File: src/rtl/micro_seq_pkg.sv
// Shared state, trap-cause and microaddress constants for the micro_sequencer slice.
package micro_seq_pkg;

  typedef enum logic [1:0] {
    IDLE     = 2'd0,
    DISPATCH = 2'd1,
    RUN      = 2'd2,
    TRAP     = 2'd3
  } seq_state_e;

  typedef enum logic [1:0] {
    TRAP_NONE   = 2'd0,
    TRAP_UNSUP  = 2'd1,
    TRAP_BADROM = 2'd2,
    TRAP_STEPS  = 2'd3
  } trap_code_e;

  // Width-agnostic: cast to ADR_W at the use site (-1 becomes all ones).
  localparam int UADR_END     = 0;
  localparam int UADR_INVALID = -1;

endpackage

File: src/rtl/micro_sequencer_if.sv
// Opcode intake, next-address ROM and micro-op emitter bus of the micro_sequencer.
interface micro_sequencer_if #(
  parameter int ADR_W = 9,
  parameter int OPC_W = 8
);
  logic             bc_valid;
  logic             bc_ready;
  logic [OPC_W-1:0] bc_opcode;
  logic [ADR_W-1:0] rom_adr;
  logic [ADR_W-1:0] rom_next;
  logic             uop_valid;
  logic             uop_ready;
  logic [ADR_W-1:0] uop_adr;

  modport master (
    output bc_valid, bc_opcode, rom_next, uop_ready,
    input  bc_ready, rom_adr, uop_valid, uop_adr
  );

  modport slave (
    input  bc_valid, bc_opcode, rom_next, uop_ready,
    output bc_ready, rom_adr, uop_valid, uop_adr
  );
endinterface

File: src/rtl/micro_seq_step_cnt.sv
// Saturating per-opcode step counter; flags the last permitted microaddress.
module micro_seq_step_cnt #(
  parameter int MAX_STEPS = 32
) (
  input  logic clk,
  input  logic rst_n,
  input  logic clr,
  input  logic inc,
  output logic at_limit
);
  localparam int CNT_W = $clog2(MAX_STEPS + 1);
  localparam logic [CNT_W-1:0] CNT_SAT  = CNT_W'(MAX_STEPS);
  localparam logic [CNT_W-1:0] CNT_LAST = CNT_W'(MAX_STEPS - 1);

  logic [CNT_W-1:0] cnt_r;

  // Count handshakes, holding at MAX_STEPS instead of wrapping
  always_ff @(posedge clk or negedge rst_n) begin
    if (!rst_n) begin
      cnt_r <= {CNT_W{1'b0}};
    end else if (clr) begin
      cnt_r <= {CNT_W{1'b0}};
    end else if (inc && (cnt_r != CNT_SAT)) begin
      cnt_r <= cnt_r + CNT_W'(1);
    end else begin
      cnt_r <= cnt_r;
    end
  end

  assign at_limit = (cnt_r == CNT_LAST);
endmodule

File: src/rtl/micro_sequencer.sv
// Microcode sequencer: dispatches an opcode through the external next-address ROM and walks the chain.
// Optional MICRO_SEQUENCER_PERF_EN adds perf_clr, perf_bc_cnt and perf_uop_cnt.
module micro_sequencer
  import micro_seq_pkg::*;
#(
  parameter int ADR_W     = 9,
  parameter int OPC_W     = 8,
  parameter int MAX_STEPS = 32
) (
  input  logic             clk,
  input  logic             rst_n,
  micro_sequencer_if.slave bus,
  output logic             done,
  output logic             trap,
  output logic [1:0]       trap_code,
  output logic [OPC_W-1:0] trap_opcode,
  input  logic             trap_clr,
  output logic             busy
`ifdef MICRO_SEQUENCER_PERF_EN
  ,
  input  logic             perf_clr,
  output logic [31:0]      perf_bc_cnt,
  output logic [31:0]      perf_uop_cnt
`endif
);
  localparam logic [ADR_W-1:0] ADR_END = ADR_W'(UADR_END);
  localparam logic [ADR_W-1:0] ADR_INV = ADR_W'(UADR_INVALID);

  seq_state_e       state_r, state_nxt_s;
  trap_code_e       trap_code_r, trap_code_nxt_s;
  logic [OPC_W-1:0] opcode_r, trap_opcode_r;
  logic [ADR_W-1:0] upc_r;
  logic             done_r, trap_r;
  logic             accept_s, upc_ld_s, cnt_inc_s, done_set_s, trap_set_s, trap_clr_s;
  logic             next_end_s, next_inv_s, at_limit_s;

  assign next_end_s = (bus.rom_next == ADR_END);
  assign next_inv_s = (bus.rom_next == ADR_INV);

  micro_seq_step_cnt #(.MAX_STEPS(MAX_STEPS)) u_step_cnt (
    .clk      (clk),
    .rst_n    (rst_n),
    .clr      (accept_s),
    .inc      (cnt_inc_s),
    .at_limit (at_limit_s)
  );

  // FSM state register
  always_ff @(posedge clk or negedge rst_n) begin
    if (!rst_n) begin
      state_r <= IDLE;
    end else begin
      state_r <= state_nxt_s;
    end
  end

  // Next state and datapath strobes; in RUN the ROM result decides in end/invalid/limit order
  always_comb begin
    state_nxt_s     = state_r;
    accept_s        = 1'b0;
    upc_ld_s        = 1'b0;
    cnt_inc_s       = 1'b0;
    done_set_s      = 1'b0;
    trap_set_s      = 1'b0;
    trap_clr_s      = 1'b0;
    trap_code_nxt_s = TRAP_NONE;
    case (state_r)
      IDLE: begin
        if (bus.bc_valid) begin
          accept_s    = 1'b1;
          state_nxt_s = DISPATCH;
        end else begin
          state_nxt_s = IDLE;
        end
      end
      DISPATCH: begin
        if (next_end_s) begin
          trap_set_s = 1'b1; trap_code_nxt_s = TRAP_UNSUP;  state_nxt_s = TRAP;
        end else if (next_inv_s) begin
          trap_set_s = 1'b1; trap_code_nxt_s = TRAP_BADROM; state_nxt_s = TRAP;
        end else begin
          upc_ld_s = 1'b1; state_nxt_s = RUN;
        end
      end
      RUN: begin
        if (!bus.uop_ready) begin
          state_nxt_s = RUN;
        end else if (next_end_s) begin
          done_set_s = 1'b1; state_nxt_s = IDLE;
        end else if (next_inv_s) begin
          trap_set_s = 1'b1; trap_code_nxt_s = TRAP_BADROM; state_nxt_s = TRAP;
        end else if (at_limit_s) begin
          trap_set_s = 1'b1; trap_code_nxt_s = TRAP_STEPS;  state_nxt_s = TRAP;
        end else begin
          upc_ld_s = 1'b1; cnt_inc_s = 1'b1; state_nxt_s = RUN;
        end
      end
      TRAP: begin
        if (trap_clr) begin
          trap_clr_s = 1'b1; state_nxt_s = IDLE;
        end else begin
          state_nxt_s = TRAP;
        end
      end
      default: state_nxt_s = IDLE;
    endcase
  end

  // Opcode latch, uPC, done pulse and sticky trap record
  always_ff @(posedge clk or negedge rst_n) begin
    if (!rst_n) begin
      opcode_r      <= {OPC_W{1'b0}};
      upc_r         <= {ADR_W{1'b0}};
      done_r        <= 1'b0;
      trap_r        <= 1'b0;
      trap_code_r   <= TRAP_NONE;
      trap_opcode_r <= {OPC_W{1'b0}};
    end else begin
      done_r <= done_set_s;
      if (accept_s) opcode_r <= bus.bc_opcode;
      if (upc_ld_s) upc_r <= bus.rom_next;
      if (trap_set_s) begin
        trap_r        <= 1'b1;
        trap_code_r   <= trap_code_nxt_s;
        trap_opcode_r <= opcode_r;
      end else if (trap_clr_s) begin
        trap_r        <= 1'b0;
        trap_code_r   <= TRAP_NONE;
        trap_opcode_r <= {OPC_W{1'b0}};
      end
    end
  end

  // ROM address decoded from registered state only, never from bc_opcode
  always_comb begin
    case (state_r)
      DISPATCH: bus.rom_adr = ADR_W'(opcode_r);
      RUN:      bus.rom_adr = upc_r;
      default:  bus.rom_adr = {ADR_W{1'b0}};
    endcase
  end

  assign bus.bc_ready  = (state_r == IDLE);
  assign bus.uop_valid = (state_r == RUN);
  assign bus.uop_adr   = upc_r;
  assign busy          = (state_r != IDLE);
  assign done          = done_r;
  assign trap          = trap_r;
  assign trap_code     = trap_code_r;
  assign trap_opcode   = trap_opcode_r;

`ifdef MICRO_SEQUENCER_PERF_EN
  logic hs_s;
  assign hs_s = (state_r == RUN) && bus.uop_ready;

  // Free-running completion and handshake counters; clear wins over increment
  always_ff @(posedge clk or negedge rst_n) begin
    if (!rst_n) begin
      perf_bc_cnt  <= 32'd0;
      perf_uop_cnt <= 32'd0;
    end else if (perf_clr) begin
      perf_bc_cnt  <= 32'd0;
      perf_uop_cnt <= 32'd0;
    end else begin
      if (done_set_s) perf_bc_cnt <= perf_bc_cnt + 32'd1;
      if (hs_s) perf_uop_cnt <= perf_uop_cnt + 32'd1;
    end
  end
`endif
endmodule

File: src/flat_wrapper.sv
// flat-port wrapper written by rule: the top's interface ports become plain ports
module micro_sequencer_flat import micro_seq_pkg::*;
#(
  parameter int ADR_W     = 9,
  parameter int OPC_W     = 8,
  parameter int MAX_STEPS = 32
)
  (clk, rst_n, done, trap, trap_code, trap_opcode, trap_clr, busy, bus_bc_valid, bus_bc_opcode, bus_rom_next, bus_uop_ready, bus_bc_ready, bus_rom_adr, bus_uop_valid, bus_uop_adr);
  micro_sequencer_if #(.ADR_W(ADR_W), .OPC_W(OPC_W)) bus_i ();
  input  logic clk;
  input  logic rst_n;
  output logic done;
  output logic trap;
  output logic [1:0] trap_code;
  output logic [OPC_W-1:0] trap_opcode;
  input  logic trap_clr;
  output logic busy;
  input wire logic [$bits(bus_i.bc_valid)-1:0] bus_bc_valid;
  input wire logic [$bits(bus_i.bc_opcode)-1:0] bus_bc_opcode;
  input wire logic [$bits(bus_i.rom_next)-1:0] bus_rom_next;
  input wire logic [$bits(bus_i.uop_ready)-1:0] bus_uop_ready;
  output wire logic [$bits(bus_i.bc_ready)-1:0] bus_bc_ready;
  output wire logic [$bits(bus_i.rom_adr)-1:0] bus_rom_adr;
  output wire logic [$bits(bus_i.uop_valid)-1:0] bus_uop_valid;
  output wire logic [$bits(bus_i.uop_adr)-1:0] bus_uop_adr;
  assign bus_i.bc_valid = bus_bc_valid;
  assign bus_i.bc_opcode = bus_bc_opcode;
  assign bus_i.rom_next = bus_rom_next;
  assign bus_i.uop_ready = bus_uop_ready;
  assign bus_bc_ready = bus_i.bc_ready;
  assign bus_rom_adr = bus_i.rom_adr;
  assign bus_uop_valid = bus_i.uop_valid;
  assign bus_uop_adr = bus_i.uop_adr;
  micro_sequencer #(.ADR_W(ADR_W), .OPC_W(OPC_W), .MAX_STEPS(MAX_STEPS)) u_core (.clk(clk), .rst_n(rst_n), .bus(bus_i), .done(done), .trap(trap), .trap_code(trap_code), .trap_opcode(trap_opcode), .trap_clr(trap_clr), .busy(busy));
endmodule
File: config.mk
export PLATFORM = sky130hd
export DESIGN_NAME = micro_sequencer_flat
export DESIGN_NICKNAME = d
export VERILOG_FILES = /design/src/rtl/micro_seq_pkg.sv /design/src/rtl/micro_sequencer_if.sv /design/src/rtl/micro_seq_step_cnt.sv /design/src/rtl/micro_sequencer.sv /design/src/flat_wrapper.sv
export SDC_FILE = /design/constraint.sdc
export NUM_CORES = 1
export LEC_CHECK = 0
export ABC_AREA = 1
export BUFFER_PORTS_ARGS = -buffer_cell sky130_fd_sc_hd__clkbuf_2
export CAP_MARGIN = 40
export CORE_AREA = 3 3 88 69
export DETAILED_ROUTE_END_ITERATION = 12
export DIE_AREA = 0 0 91 72
export GPL_TIMING_DRIVEN = 0
export PLACE_DENSITY_LB_ADDON = 0.2
export SYNTH_ARGS = -nofsm -noshare
export SYNTH_HDL_FRONTEND = slang
export SYNTH_HIERARCHICAL = 1
export SYNTH_SLANG_ARGS = --single-unit
export TNS_END_PERCENT = 100
File: constraint.sdc
create_clock -name clk -period 2.75 [get_ports clk]
set_input_delay 0 -clock clk [delete_from_list [all_inputs] [get_ports clk]]
set_output_delay 0 -clock clk [all_outputs]
set_load 0.01 [all_outputs]
* Word level (Yosys, flattened, before mapping)
Cells that the tools add are included.
W data, S select, Z words.
** Storage, ports and cells
- Register bits :: 37
- Bits of input ports :: 22
- Output and inout port bits :: 33
- Word-level logic and storage cells :: 68
** Cells by class
- $add $sub $neg :: 1
- Equality and inequality tests :: 6
- Multiplexer cells :: 47
- Reductions and logical operators :: 6
** Operator list (count)
- $mux W2 :: 13
- $mux W1 :: 25
- $pmux W9 S2 :: 1
- $mux W8 :: 2
- $mux W6 :: 2
- $eq A9 B9 Y1 const B :: 1
- $logic_not A9 Y1 :: 1
- $pmux W2 S4 :: 1
- $add A6 B1 Y6 const B :: 1
- $eq A6 B5 Y1 const B :: 1
- $ne A6 B6 Y1 const B :: 1
- $reduce_bool A2 Y1 :: 3
- $eq A2 B2 Y1 const B :: 2
- $pmux W1 S2 :: 2
- $pmux W2 S2 :: 1
- $eq A2 B1 Y1 const B :: 1
- $logic_not A2 Y1 :: 1
- $logic_and A1 B1 Y1 :: 1

* Longest topological paths before layout
- Depth after elaboration :: 9
- Depth in mapped cells :: 13
- Mapped depth without buffers :: 13

* By module
The synthesis kept the hierarchy.
** Modules (own cells, without submodules)
- micro_sequencer :: instances 1, cells an instance 206, area each 1667.8 um^2, sequential area each 775.7 um^2
- micro_seq_step_cnt :: instances 1, cells an instance 56, area each 409.1 um^2, sequential area each 150.1 um^2

* Worst setup path after synthesis
Ideal clock, no wire load.
- Path kind :: reg-to-reg
- From :: register u_core.u_step_cnt.cnt_r[1]
- To :: register u_core.u_step_cnt.cnt_r[5]
- Setup time :: 0.119 ns
- Arrival :: 1.542 ns
- Required time :: 2.631 ns
- Setup slack :: 1.089 ns
- Cell stages (with the launch flop) :: 13
- Path buffers :: 0
- Clock period less this slack :: 1.661 ns
- Path through :: dfrtp_1 ha_1 nand3_1 nor3_1 inv_1 nand2_2 inv_1 nand2_1 inv_1 nand2_1 inv_1 a21oi_1 nor2_1
** On the way
- Cells in the longest elaborated chain, start to end :: 8
- Elaborated cells on any way between the ends :: 12
- Classes of those cells :: add/sub: 1; eq/ne: 2; mux: 7; reduce/logical: 2
** RTL lines
- start, declared :: line micro_seq_step_cnt.sv:15 : logic [CNT_W-1:0] cnt_r;
- start signal, assigned :: line micro_seq_step_cnt.sv:20 : cnt_r <= {CNT_W{1'b0}};
- start signal, assigned :: line micro_seq_step_cnt.sv:22 : cnt_r <= {CNT_W{1'b0}};
- start signal, assigned :: line micro_seq_step_cnt.sv:24 : cnt_r <= cnt_r + CNT_W'(1);
- $eq A6 B5 Y1 :: line micro_seq_step_cnt.sv:30 : assign at_limit = (cnt_r == CNT_LAST);
- net u_core.at_limit_s :: line micro_sequencer.sv:35 : logic next_end_s, next_inv_s, at_limit_s;
- $mux W1 :: line micro_sequencer.sv:92 : end else if (at_limit_s) begin
- $mux W1 :: line micro_sequencer.sv:90 : end else if (next_inv_s) begin
- $mux W1 :: line micro_sequencer.sv:88 : end else if (next_end_s) begin
- $mux W1 :: line micro_sequencer.sv:86 : if (!bus.uop_ready) begin
- $mux W1 :: line micro_sequencer.sv:67 : case (state_r)
- net u_core.cnt_inc_s :: line micro_sequencer.sv:34 : logic accept_s, upc_ld_s, cnt_inc_s, done_set_s, trap_set_s, trap_clr_s;
- $logic_and A1 B1 Y1 :: line micro_seq_step_cnt.sv:23 : end else if (inc && (cnt_r != CNT_SAT)) begin
- $reduce_bool A2 Y1 (no line)
The timed path passes the listed nets, and every way through them passes these cells. The select of a mux whose other input is x is not followed.
A chain may end at the register's enable or synchronous reset.

* Final worst setup path
- From :: register u_core.state_r[0]
- To :: output port bus_rom_adr[1]
** On the way
- Cells in the longest elaborated chain, start to end :: 2
- Elaborated cells on any way between the ends :: 3
- Classes of those cells :: eq/ne: 2; mux: 1
** RTL lines
- start, declared :: line micro_sequencer.sv:29 : seq_state_e state_r, state_nxt_s;
- start signal, assigned :: line micro_sequencer.sv:53 : state_r <= state_nxt_s;
- $eq A2 B2 Y1 / $eq A2 B1 Y1 (equally long branches) :: line micro_sequencer.sv:136 : case (state_r)
- $pmux W9 S2 (*) :: line micro_sequencer.sv:136
- end, declared :: line flat_wrapper.sv:23 : output wire logic [$bits(bus_i.rom_adr)-1:0] bus_rom_adr;
Every way passes the cells marked *; elsewhere a longest branch is shown, timed or not.

==> run summary <==
The number of endpoints with negative hold slack in the final report came out at 0. Setup repair after global routing left no endpoint under its margin. Global routing consumed, over all layers together, 17.0% of the routing resources. The largest net degree at the start of global routing was 33. The clock passes through at most 2 buffers. For this run, the detailed router's first-pass iteration total came to 4. The core utilization of the finished layout was 52.2%; the share of synthesized cell area in and, or, nand and nor gates was 41.6%.

The layer flagged by global routing as most heavily used is met2. The logs give 23 for the standard-cell row count and 4.25% for the met3 routing resource usage after global routing. The logs give 1,818 for the number of global-route vias before repair and 6 for the number of warnings printed during yosys synthesis. The total area inside the core boundary comes to 5300 sq um.

The tree built by TritonCTS fans out to 37 sinks. Max-slew violation total from the final report: 0. The signal on the critical path passes through inv_1, ha_1, clkbuf_1, inv_1, a21oi_1, clkbuf_2. The tools report the number of cells produced by synthesis as 262.

Critical path class: reg2out. The tools report the cell at the root of the clock tree as clkbuf_8. 55 I/O pins were placed.

The tools report the sort of element at the start of the critical path as a flop. The clock arrives with 0.00832 ns of skew. After routing, the total negative slack on setup checks comes to 0 ns. After clock tree synthesis, the setup repair step added 0 buffers.

The violation count after the first detailed-route iteration is 78. The number of nets in the layout was 371; the total cell area at the placement stage was 2460 sq um. The adder-cell share of the synthesized area came out at 3.61%. The synthesized netlist contains 20 unique library cells. The worst-case register-to-register setup slack was 0.73 ns. The run gives 0.560 ns as the post-layout worst setup margin.

Area growth from synthesis to layout: 33.2%. In this run the static leakage power is 1.49 nW. The run gives 0 as the number of antenna violations at the first check in global routing.

Fill cells in the final layout number 555. The congestion estimate from routability-driven global placement came to 0.815. The reported max-cap violation count came out at 0. The tools report the placed wire-length estimate after detailed placement as 3870 microns. Port buffering added 54 buffers. Counting instances, the worst hold path has a depth of 4. The library cell used most frequently in the layout, excluding fill and tap cells, is nand2_1.

For this run, design rule violations remaining after detail routing come to 0. The overall die width came out at 91 microns. The hold path startpoint was trap_clr. TritonCTS built the clock tree.

The number of antenna diodes in the final layout is 0. The met2 track utilization from global routing was 25.2%. Starting density of the core: 39.2%. The xor-xnor portion of the synthesized cell area is 0%. Tracing the worst setup path back leads to its startpoint at u_core/state_r[0]$_DFF_PN0_. For the final-report setup violation count, the log shows 0.

The tightest min-delay check is of the in2reg type. For this design, the CTS-stage hold fixing added 19 buffers. For the pin with the worst max-slew slack, the measured transition is 0.447 ns. The total via count in the routed design is 1,927, and the final global-route overflow total is 0. The power density over the cells was 838 nW/um^2.

Fraction of layout instances using a drive strength above 1: 30.5%. Once the clock tree was built, the resizer swapped 0 gates to a different size. After synthesis, the largest family of logic cells by area is simple AND/OR/NAND/NOR gates. The run finished with clean final reports. The tools report the worst IR drop on VDD as 0.000415 V.

Counting stages on the worst path, the most repeated cell is inv_1. The highest cell delay on the worst timing path came out at 0.43 ns. The synthesized netlist devotes 4.16% of its cell area to compound gates. The die covers 6550 sq um. Sequential elements use 44.6% of the synthesized area. In the global route stage, met1 resource usage came out at 23.9%. The die is 72 microns tall. In this run the worst path has a maximum fanout of 10. The post-route fraction of the period consumed by the critical path was 79.6%; the clock network latency to the later pin of the worst-skew pair was 0.31 ns.

In the routed layout, each cell is associated on average with a via count of 4.60. Headroom to the max-slew limit came out at 70.2%. After synthesis the netlist holds a flip-flop and latch count of 37. The per-instance average area after synthesis works out to 7.93 sq um.

The routed length per instance was 12.5 microns. The clock tree synthesis step divided the H-tree into 2 levels. After clock tree synthesis, the clock-pin slew on the worst setup and hold paths is 0.08 ns. Sort of element at the end of the critical path: an output port.

The setup slack at placement came out at 0.770 ns. Slowest cell on the critical path: ha_1. The required time at the worst-slack endpoint is 2.75 ns. In this run the cell area of the synthesized design comes to 2080 sq um.

In the layout the commonest cells are 91 x nand2_1, 54 x clkbuf_2, 37 x dfrtp_1. The number of nets in the synthesized netlist is 290. The depth of the worst register-to-register path was 12; the area of all placed cells without fillers was 2770 sq um. TritonCTS created 5 clock buffers. Together, buffers and inverters on the worst path number 4.

The remaining antenna violation count after routing is 0. The cell family contributing the most delay on the critical path is buffers and inverters. For the worst setup path, the data arrival time is 2.19 ns.

The smallest clock period supported by the final layout is computed as 2.19 ns. The tools report the wire length of the first global-routing pass as 8790 microns. The number of gates on the worst path with buffers counted is 6, and the maximum achievable frequency is 457 MHz. The startpoint of the most critical register-to-register path was u_core/u_step_cnt/cnt_r[1]$_DFFE_PN0P_. Portion of netlist area occupied by mux cells: 0%. Summed over all layers, the routed wires come to 5230 microns.
synth_stat cells:
master / instances / area [sq um]
nand2_1: 91 / 342
dfrtp_1: 37 / 926
nand3_1: 28 / 140
inv_1: 22 / 82.6
nand3_2: 13 / 130
nor2_1: 13 / 48.8
nand2_2: 12 / 75.1
a21oi_1: 10 / 50.1
ha_1: 6 / 75.1
nand2_4: 6 / 67.6
nor2_2: 5 / 31.3
o21ai_0: 4 / 20.0
clkbuf_1: 3 / 11.3
nand4_1: 3 / 18.8
buf_2: 2 / 10.0
inv_2: 2 / 7.51
nor3_1: 2 / 10.0
buf_6: 1 / 11.3
clkinv_1: 1 / 3.75
o21ai_4: 1 / 16.3
cell type report:
cell class	count	area, sq um	area share [%]
Clock inverter	3	46.3	1.67
Inverter	25	93.8	3.39
Timing Repair Buffer	74	480	17.4
Tap cell	75	93.8	3.39
Clock buffer	5	68.8	2.49
Sequential cell	37	926	33.5
Multi-Input combinational cell	194	1020	37.0
Buffer	6	32.5	1.18
per-stage QoR:
stage | instances | hold WS [ns] | total power, mW
after CTS | 419 | 0.00500 | 2.35
after detailed placement | 392 | -0.150 | 1.82
final | 419 | 0.0213 | 2.32
after floorplan | 262 | -0.296 | 1.46
after global routing | 419 | 0.0351 | 2.52
after global placement | 391 | 0.192 | 1.80
worst register-to-register path, cell delays in order (launching register included):
cell and delay [ns]:
dfrtp_1 0.45, ha_1 0.22, nand3_1 0.10, nor3_1 0.31, inv_1 0.09, nand2_2 0.09, inv_1 0.04, nand2_1 0.12
inv_1 0.15, nand2_1 0.10, inv_1 0.05, a21oi_1 0.13, nor2_1 0.06
cells by family after synthesis:
kind of cell | count (synthesis)
AO/OA/AOI/OAI | 15
flip-flops | 37
buffers and inverters | 31
adder cells (fa/ha/maj) | 6
AND/OR/NAND/NOR | 173
sequential cells by signal (all words and copies together), names as in the netlist:
register,count
u_core/state_r,2
u_core/bus.uop_adr,9
u_core/trap,1
u_core/trap_opcode,8
u_core/trap_code,2
u_core/done,1
u_core/opcode_r,8
u_core/u_step_cnt/cnt_r,6
power by group:
part,leakage [nW],switching (mW),internal (mW)
Clock,0.0543,0.225,0.272
Combinational,0.948,0.628,0.324
Sequential,0.486,0.163,0.705
Total,1.49,1.02,1.30
path summary, 6_finish.rpt:
path                                                          end
setup / recovery                                   bus_rom_adr[1]
hold / removal                    u_core/trap_code[0]$_DFFE_PN0P_
setup reg to reg           u_core/u_step_cnt/cnt_r[5]$_DFFE_PN0P_
hold reg to reg                           u_core/trap$_DFFE_PN0P_
max in group asynchronous       u_core/bus.uop_adr[0]$_DFFE_PN0P_
min in group asynchronous       u_core/trap_opcode[6]$_DFFE_PN0P_
routing by layer:
metal / share of wire (%) / wire length [microns]
met1: 51 / 2660
met2: 43 / 2230
met3: 4.9 / 258
met4: 1.4 / 73
met5: 0 / 0
(Power assumes the default switching activity.)
